### src/rtl/mem_bus_arbiter.sv
// Round-robin arbiter that shares one memory port between fetch (0), mmr (1) and stack (2).
// Latches the winner's request, issues one memory cycle and returns read data after RD_LAT.
module mem_bus_arbiter #(
  parameter int AW     = 12,
  parameter int DW     = 16,
  parameter int RD_LAT = 1
) (
  input  logic          clk,
  input  logic          rst_n,
  input  logic [2:0]    req_i,
  input  logic [2:0]    we_i,
  input  logic [AW-1:0] fetch_addr,
  input  logic [AW-1:0] mmr_addr,
  input  logic [AW-1:0] stack_addr,
  input  logic [DW-1:0] mmr_wdata,
  input  logic [DW-1:0] stack_wdata,
  output logic [2:0]    gnt_o,
  output logic [2:0]    rvalid_o,
  output logic [DW-1:0] rdata_o,
  output logic          mem_en,
  output logic          mem_we,
  output logic [1:0]    mem_sel,
  output logic [AW-1:0] mem_addr,
  output logic [DW-1:0] mem_wdata,
  input  logic [DW-1:0] mem_rdata,
  output logic          busy_o
);

  generate
    if (RD_LAT < 1 || RD_LAT > 3) begin : g_bad_lat
      $error("mem_bus_arbiter: RD_LAT must be in 1..3");
    end
  endgenerate

  typedef enum logic [1:0] {IDLE, ISSUE, WAIT} state_t;

  state_t        state, state_nx;
  logic [1:0]    ptr, ptr_nx;
  logic [1:0]    owner, owner_nx;
  logic [1:0]    cnt, cnt_nx;
  logic [AW-1:0] addr_q, addr_nx;
  logic [DW-1:0] wdata_q, wdata_nx;
  logic          we_q, we_nx;
  logic [2:0]    rvalid_nx;
  logic [DW-1:0] rdata_nx;

  logic [3:0]    req_pad;
  logic [1:0]    cand1, cand2, win;

  function automatic logic [1:0] inc3(input logic [1:0] p);
    return (p == 2'd2) ? 2'd0 : p + 2'd1;
  endfunction

  // Priority scan ptr+1, ptr+2, then ptr itself; only used when some req is set.
  always_comb begin
    req_pad = {1'b0, req_i};
    cand1   = inc3(ptr);
    cand2   = inc3(cand1);
    if (req_pad[cand1])      win = cand1;
    else if (req_pad[cand2]) win = cand2;
    else                     win = ptr;
  end

  always_comb begin
    state_nx  = state;
    ptr_nx    = ptr;
    owner_nx  = owner;
    cnt_nx    = cnt;
    addr_nx   = addr_q;
    wdata_nx  = wdata_q;
    we_nx     = we_q;
    rvalid_nx = '0;
    rdata_nx  = rdata_o;
    unique case (state)
      IDLE: begin
        if (req_i != 3'b000) begin
          owner_nx = win;
          ptr_nx   = win;
          state_nx = ISSUE;
          unique case (win)
            2'd1: begin
              addr_nx  = mmr_addr;
              wdata_nx = mmr_wdata;
              we_nx    = we_i[1];
            end
            2'd2: begin
              addr_nx  = stack_addr;
              wdata_nx = stack_wdata;
              we_nx    = we_i[2];
            end
            default: begin
              addr_nx  = fetch_addr;
              wdata_nx = '0;
              we_nx    = 1'b0;
            end
          endcase
        end
      end
      ISSUE: begin
        if (we_q) begin
          state_nx = IDLE;
        end else begin
          cnt_nx   = 2'(RD_LAT - 1);
          state_nx = WAIT;
        end
      end
      WAIT: begin
        if (cnt != 2'd0) begin
          cnt_nx = cnt - 2'd1;
        end else begin
          rdata_nx  = mem_rdata;
          rvalid_nx = 3'b001 << owner;
          state_nx  = IDLE;
        end
      end
      default: state_nx = IDLE;
    endcase
  end

  always_ff @(posedge clk or negedge rst_n) begin
    if (!rst_n) begin
      state    <= IDLE;
      ptr      <= 2'd2;
      owner    <= 2'd0;
      cnt      <= '0;
      addr_q   <= '0;
      wdata_q  <= '0;
      we_q     <= 1'b0;
      rvalid_o <= '0;
      rdata_o  <= '0;
    end else begin
      state    <= state_nx;
      ptr      <= ptr_nx;
      owner    <= owner_nx;
      cnt      <= cnt_nx;
      addr_q   <= addr_nx;
      wdata_q  <= wdata_nx;
      we_q     <= we_nx;
      rvalid_o <= rvalid_nx;
      rdata_o  <= rdata_nx;
    end
  end

  // Memory-side outputs decode from registered state so reset clears them at once.
  always_comb begin
    gnt_o     = '0;
    mem_en    = 1'b0;
    mem_we    = 1'b0;
    mem_sel   = 2'd3;
    mem_addr  = '0;
    mem_wdata = '0;
    busy_o    = (state == ISSUE) || (state == WAIT);
    if (state == ISSUE) begin
      gnt_o     = 3'b001 << owner;
      mem_en    = 1'b1;
      mem_we    = we_q;
      mem_sel   = owner;
      mem_addr  = addr_q;
      mem_wdata = wdata_q;
    end
  end

endmodule

### config.mk
export PLATFORM = sky130hd
export DESIGN_NAME = mem_bus_arbiter
export DESIGN_NICKNAME = d
export VERILOG_FILES = /design/src/rtl/mem_bus_arbiter.sv
export SDC_FILE = /design/constraint.sdc
export NUM_CORES = 1
export LEC_CHECK = 0
export BUFFER_PORTS_ARGS = -buffer_cell sky130_fd_sc_hd__clkbuf_2
export CAP_MARGIN = 30
export CORE_MARGIN = 1
export CORE_UTILIZATION = 51
export CTS_BUF_LIST = sky130_fd_sc_hd__clkbuf_4
export DETAILED_ROUTE_END_ITERATION = 7
export PLACE_DENSITY = 0.95
export SLEW_MARGIN = 20
export SYNTH_ARGS = -nofsm -noshare
export SYNTH_HDL_FRONTEND = slang
export SYNTH_SLANG_ARGS = --single-unit
### constraint.sdc
create_clock -name clk -period 3.1 [get_ports clk]
set_input_delay 0.31 -clock clk [delete_from_list [all_inputs] [get_ports clk]]
set_output_delay 0.31 -clock clk [all_outputs]
set_load 0.02 [all_outputs]
Word-level counts from Yosys, hierarchy flattened
Index checks and enable logic that the tools add are counted.
{"block": "totals", "input_bits": 92, "regBits": 56, "output_inout_bits": 55}
{"block": "classes", "n_bitwise": 1, "n_mux": 26, "eq_ne": 10, "add_sub_neg": 3, "magnitude_cmp": 2, "n_reduce_logical": 9, "shifts": 1}
{"op": "16-bit case mux with 2 select lines", "n": 1}
{"op": "12-bit case mux with 2 select lines", "n": 1}
{"op": "2-bit 2-to-1 mux", "n": 10}
{"op": "16-bit 2-to-1 mux", "n": 1}
{"op": "12-bit 2-to-1 mux", "n": 1}
{"op": "3-bit 2-to-1 mux", "n": 3}
{"op": "2-bit == test, second input constant", "n": 4}
{"op": "2-bit != test, second input constant", "n": 4}
{"op": "2-bit by 3-bit less-than comparator with 1-bit output, second input constant", "n": 2}
{"op": "2-bit case mux with 3 select lines", "n": 1}
{"op": "2-bit AND reduction", "n": 3}
{"op": "2-bit by 1-bit adder with 2-bit output, second input constant", "n": 2}
{"op": "1-bit binary-select mux with 2-bit select", "n": 2}
{"op": "2-bit by 1-bit == test with 1-bit output, second input constant", "n": 2}
{"op": "1-bit 2-to-1 mux", "n": 4}
{"op": "2-bit case mux with 2 select lines", "n": 1}
{"op": "2-bit nonzero test", "n": 2}
{"op": "3-bit AND reduction", "n": 1}
{"op": "3-bit nonzero test", "n": 1}
{"op": "1-bit by 2-bit << shifter with 3-bit output, first input constant", "n": 1}
{"op": "2-bit logical NOT", "n": 1}
{"op": "1-bit case mux with 2 select lines", "n": 1}
{"op": "2-bit by 1-bit subtractor with 2-bit output, second input constant", "n": 1}
{"op": "1-bit logical OR", "n": 1}
{"op": "1-bit inverter", "n": 1}

Longest topological paths before layout
{"block": "depth", "depth_word": 10, "mapped_depth": 8, "depth_no_buf": 6}

Worst setup path before layout
OpenSTA, ideal clock, no wires.
{"block": "synth_path", "kind": "register to register", "from": "reg ptr[1]", "to": "reg wdata_q[10]", "path_stages_with_launch": 8, "path_buffers": 2, "slack_ns": 1.111, "arrival_time_ns": 1.854, "path_cell_list": "dfstp_2 -> nor2b_1 -> o21a_1 -> or2_1 -> ha_1 -> buf_2 -> clkbuf_1 -> o31ai_1"}
{"block": "synth_via", "elab_chain_cells": 10}
{"item": "start: declaration", "line": "38", "text": "logic [1:0] ptr, ptr_nx;"}
{"item": "start signal: assignment", "line": "133", "text": "ptr <= ptr_nx;"}
{"item": "2-bit by 1-bit adder with 2-bit output or 2-bit == test (tied branches)", "line": "51", "text": "return (p == 2'd2) ? 2'd0 : p + 2'd1;"}
{"item": "2-bit 2-to-1 mux", "line": "51"}
{"item": "2-bit by 1-bit adder with 2-bit output or 2-bit == test (tied branches)", "line": "51"}
{"item": "2-bit 2-to-1 mux", "line": "51"}
{"item": "1-bit binary-select mux with 2-bit select", "line": "60", "text": "else if (req_pad[cand2]) win = cand2;"}
{"item": "1-bit 2-to-1 mux (not written as such)", "line": "60"}
{"item": "2-bit 2-to-1 mux", "line": "60"}
{"item": "2-bit 2-to-1 mux *", "line": "59", "text": "if (req_pad[cand1]) win = cand1;"}
{"item": "2-bit == test or 2-bit by 1-bit == test with 1-bit output (tied branches)", "line": "80", "text": "unique case (win)"}
{"item": "16-bit case mux with 2 select lines *", "line": "80"}
{"item": "end signal: assignment", "line": "137", "text": "wdata_q <= wdata_nx;"}
{"item": "end: declaration", "line": "42", "text": "logic [DW-1:0] wdata_q, wdata_nx;"}
Every way passes the cells marked *; elsewhere a longest branch is shown, timed or not. The select of a mux whose other input is x is not followed.
A chain may end at the register's enable or synchronous reset.

Worst setup path after layout
{"block": "layout_path", "from": "reg state[1]", "to": "out gnt_o[0]"}
{"block": "layout_via", "elab_chain_cells": 2}
{"item": "start: declaration", "line": "37", "text": "state_t state, state_nx;"}
{"item": "start signal: assignment", "line": "132", "text": "state <= state_nx;"}
{"item": "2-bit by 1-bit == test with 1-bit output", "line": "153", "text": "if (state == ISSUE) begin"}
{"item": "3-bit 2-to-1 mux", "line": "153"}
{"item": "end: declaration", "line": "17", "text": "output logic [2:0] gnt_o,"}
No other way between the ends.

==> impl_metrics.tcl <==
set metrics [dict create \
    status "complete, no violations" \
    hold_ws_ns 0.143 \
    track_usage_pct 24.4 \
    fin_skew_ns 0.00648 \
    rows 27 \
    synthesis.area_mm2 0.00291 \
    syn_area_per_cell_um2 10.6 \
    slew_headroom_pct 55.3 \
    netlist_instances 274 \
    synth.area.top_cells "dfrtp_1 (46%), o31ai_1 (8.0%), and2_1 (6.4%)" \
    final-seq-area_mm2 0.00138 \
    clock_sinks 55 \
    antenna_found_initial 0 \
    place_congestion 0.743 \
    cts_made_buffers 5 \
    slew_viol_final 0 \
    critPathRequiredTime_ns 2.79 \
    nets 509 \
    cp_num_buf_inv 3 \
    fmax_mhz 416 \
    ys_ff_latch 55 \
    min_period_ns 2.40 \
    start_util_pct 52.9 \
    multi_input_area_mm2 0.00138 \
    power_density_mw_per_mm2 972 \
    cp.arrival_ns 2.09 \
    vias 2577 \
    hold_start "mem_rdata[1]" \
    cp-start-kind "register" \
    yosys.area.top_type "dfrtp_1" \
    hpwl_um 4970 \
    worst_pin_slew_ns 0.671 \
    rr_startpoint "ptr[1]" \
    crit_start "state[1]" \
    critical_path.top_delay_family "buffers and inverters" \
    drt_pass1_iterations 6 \
    r2r_end "addr_q[0]" \
    port_buffers 145 \
    peakVddDrop_mv 0.440 \
    synthArstFlopShare_pct 100 \
    die_area_mm2 0.00601 \
    fp.dieH_um 77.6 \
    maxCapViolations 0 \
    post_drt_wl_per_cell_um 13.8 \
    reg2regPathDepth 7 \
    ant_nets 0 \
    leakage_uw 0.00189 \
    postRouteWirelength_um 6700 \
    ios 147 \
    fin_setup_tns_ns 0 \
    syn_to_final_growth_pct 27.4 \
    utilization_pct 67.4 \
    synth_warnings 0 \
    cts_max_level 2 \
    hold_depth 2 \
    overflow 0 \
    clockBufferDepth 2 \
    synth_edf_count 0 \
    antenna_cells 0 \
    cpPeakStageDelay_ns 0.49 \
    setup_violations 0 \
    synth.most_common_cell "dfrtp_1" \
    synth.distinct_cells 35 \
    drtIter0Drc 88 \
    grt_pass1_wl_um 11600 \
    hold_viol_final 0 \
    critPathMaxFanout 18 \
    syn_nets 372 \
    drive_gt1_share_pct 41.0 \
    post_cts_resized 0 \
    grt_max_degree 61 \
    path_class "reg -> out" \
    die_w_um 77.6 \
    rsz0062_at_grt "no" \
    critical-path-slowest-cell "ha_1" \
    path_clk_slew_ns 0.14 \
    ys_seq_area_share_pct 47.3 \
    fin_crit_sh_pct 77.5 \
    drc_errors 0 \
    cts_tree "yes" \
    yosys-top-cells-count "dfrtp_1 (54), nand2_1 (36), o31ai_1 (31), and2_1 (30), a22oi_1 (17)" \
    cp-end-kind "output pin" \
    coreArea_mm2 0.00551 \
    ys.flop_type "dfrtp_1" \
    fillers 430 \
    worstPathCellList "inv_1 > ha_1 > buf_4 > nand2_1 > nor2_1 > clkbuf_2" \
    vias_per_cell 5.32 \
    netlist.area_leader.share_pct 46.4 \
    worstSkewPairLatency_ns 0.37 \
    first_global_vias 2606 \
    hp-class "in -> reg" \
    reg2reg_slack_ns 0.89 \
    hold_path_end "rdata_o[1]" \
    root_buffer "clkbuf_4" \
]
[cells by family after synthesis]
family	Yosys count	synth area share, %
and+or+nand+nor	96	17.2
AOI/OAI and AO/OA	74	20.0
DFF	55	47.3
buffers and inverters	26	5.50
muxes	17	7.43
adders and majority gates	6	2.58
[cell usage in the layout (no fill, tap or decap)]
master           n
clkbuf_2       145
dfrtp_1         54
nand2_1         36
o31ai_1         31
and2_1          30
a22oi_1         17
nor2b_1         15
a221oi_1        12
mux2_1           9
mux2_4           7
clkbuf_4         6
nor2_1           5
inv_1            5
ha_1             5
nor3_1           3
buf_4            3
o21ai_0          2
o21a_1           2
nand2b_1         2
a31oi_1          2
a22o_1           2
o21bai_2         1
or2_1            1
nand2_4          1
nor3b_1          1
and3_1           1
o31ai_4          1
a21oi_1          1
mux2i_1          1
o31a_1           1
a21bo_1          1
or2_0            1
o21ai_1          1
ha_2             1
clkinv_4         1
clkinv_1         1
dlygate4sd3_1    1
buf_6            1
buf_12           1
dfstp_2          1
[routing by layer]
layer	wire length (um)	vias to the layer above	GRT usage, %
li1	-	1254	-
met1	2730	1214	27.7
met3	372	7	4.82
met2	3540	102	45.9
met4	59	0	6.79
met5	0	-	0
[state kept, by name, summed over array words and instances (netlist names)]
register  flops
rdata_o      16
wdata_q      16
addr_q       12
rvalid_o      3
cnt           2
ptr           2
state         2
owner         1
we_q          1
[worst max-delay path by stage]
stage,endpoint,cells past startpoint
2_1_floorplan,wdata_q[10],7
3_3_place_gp,addr_q[10],7
3_5_place_dp,addr_q[0],7
4_1_cts,addr_q[0],5
5_1_grt,gnt_o[0],6
6_report,gnt_o[0],6
[where the power goes]
| group | total (uW) | switching, uW | internal (uW) | leakage (uW) |
|---|---|---|---|---|
| combinational | 2080 | 1240 | 841 | 0.00116 |
| sequential | 1220 | 175 | 1040 | 0.000695 |
| clock | 303 | 206 | 97.2 | 0.0000333 |
[through the flow]
stage               area (um2)  total power (uW)  setup WS [ns]  instances
finish                    3710              3600          0.697        484
global route              3710              3910          0.502        484
CTS                       3700              3630          0.609        483
detailed placement        3630              3320          0.601        474
global placement          3630              3220          0.715        474
floorplan                 2910              2780           1.11        274
[timing repair]
action / CTS / global route
buffers inserted: 0 / 0
hold endpoints to repair: 27 / 0
hold buffers: 1 / 0
[final cells by class]
cell class              count  area share (%)
repair buffers            151            21.3
clock inverters             2           0.337
well taps                  72            2.43
multi-input cells         193            37.1
flip-flops and latches     55            37.1
inverters                   5           0.506
clock buffers               6            1.21
Power figures use the tool's default switching activity.
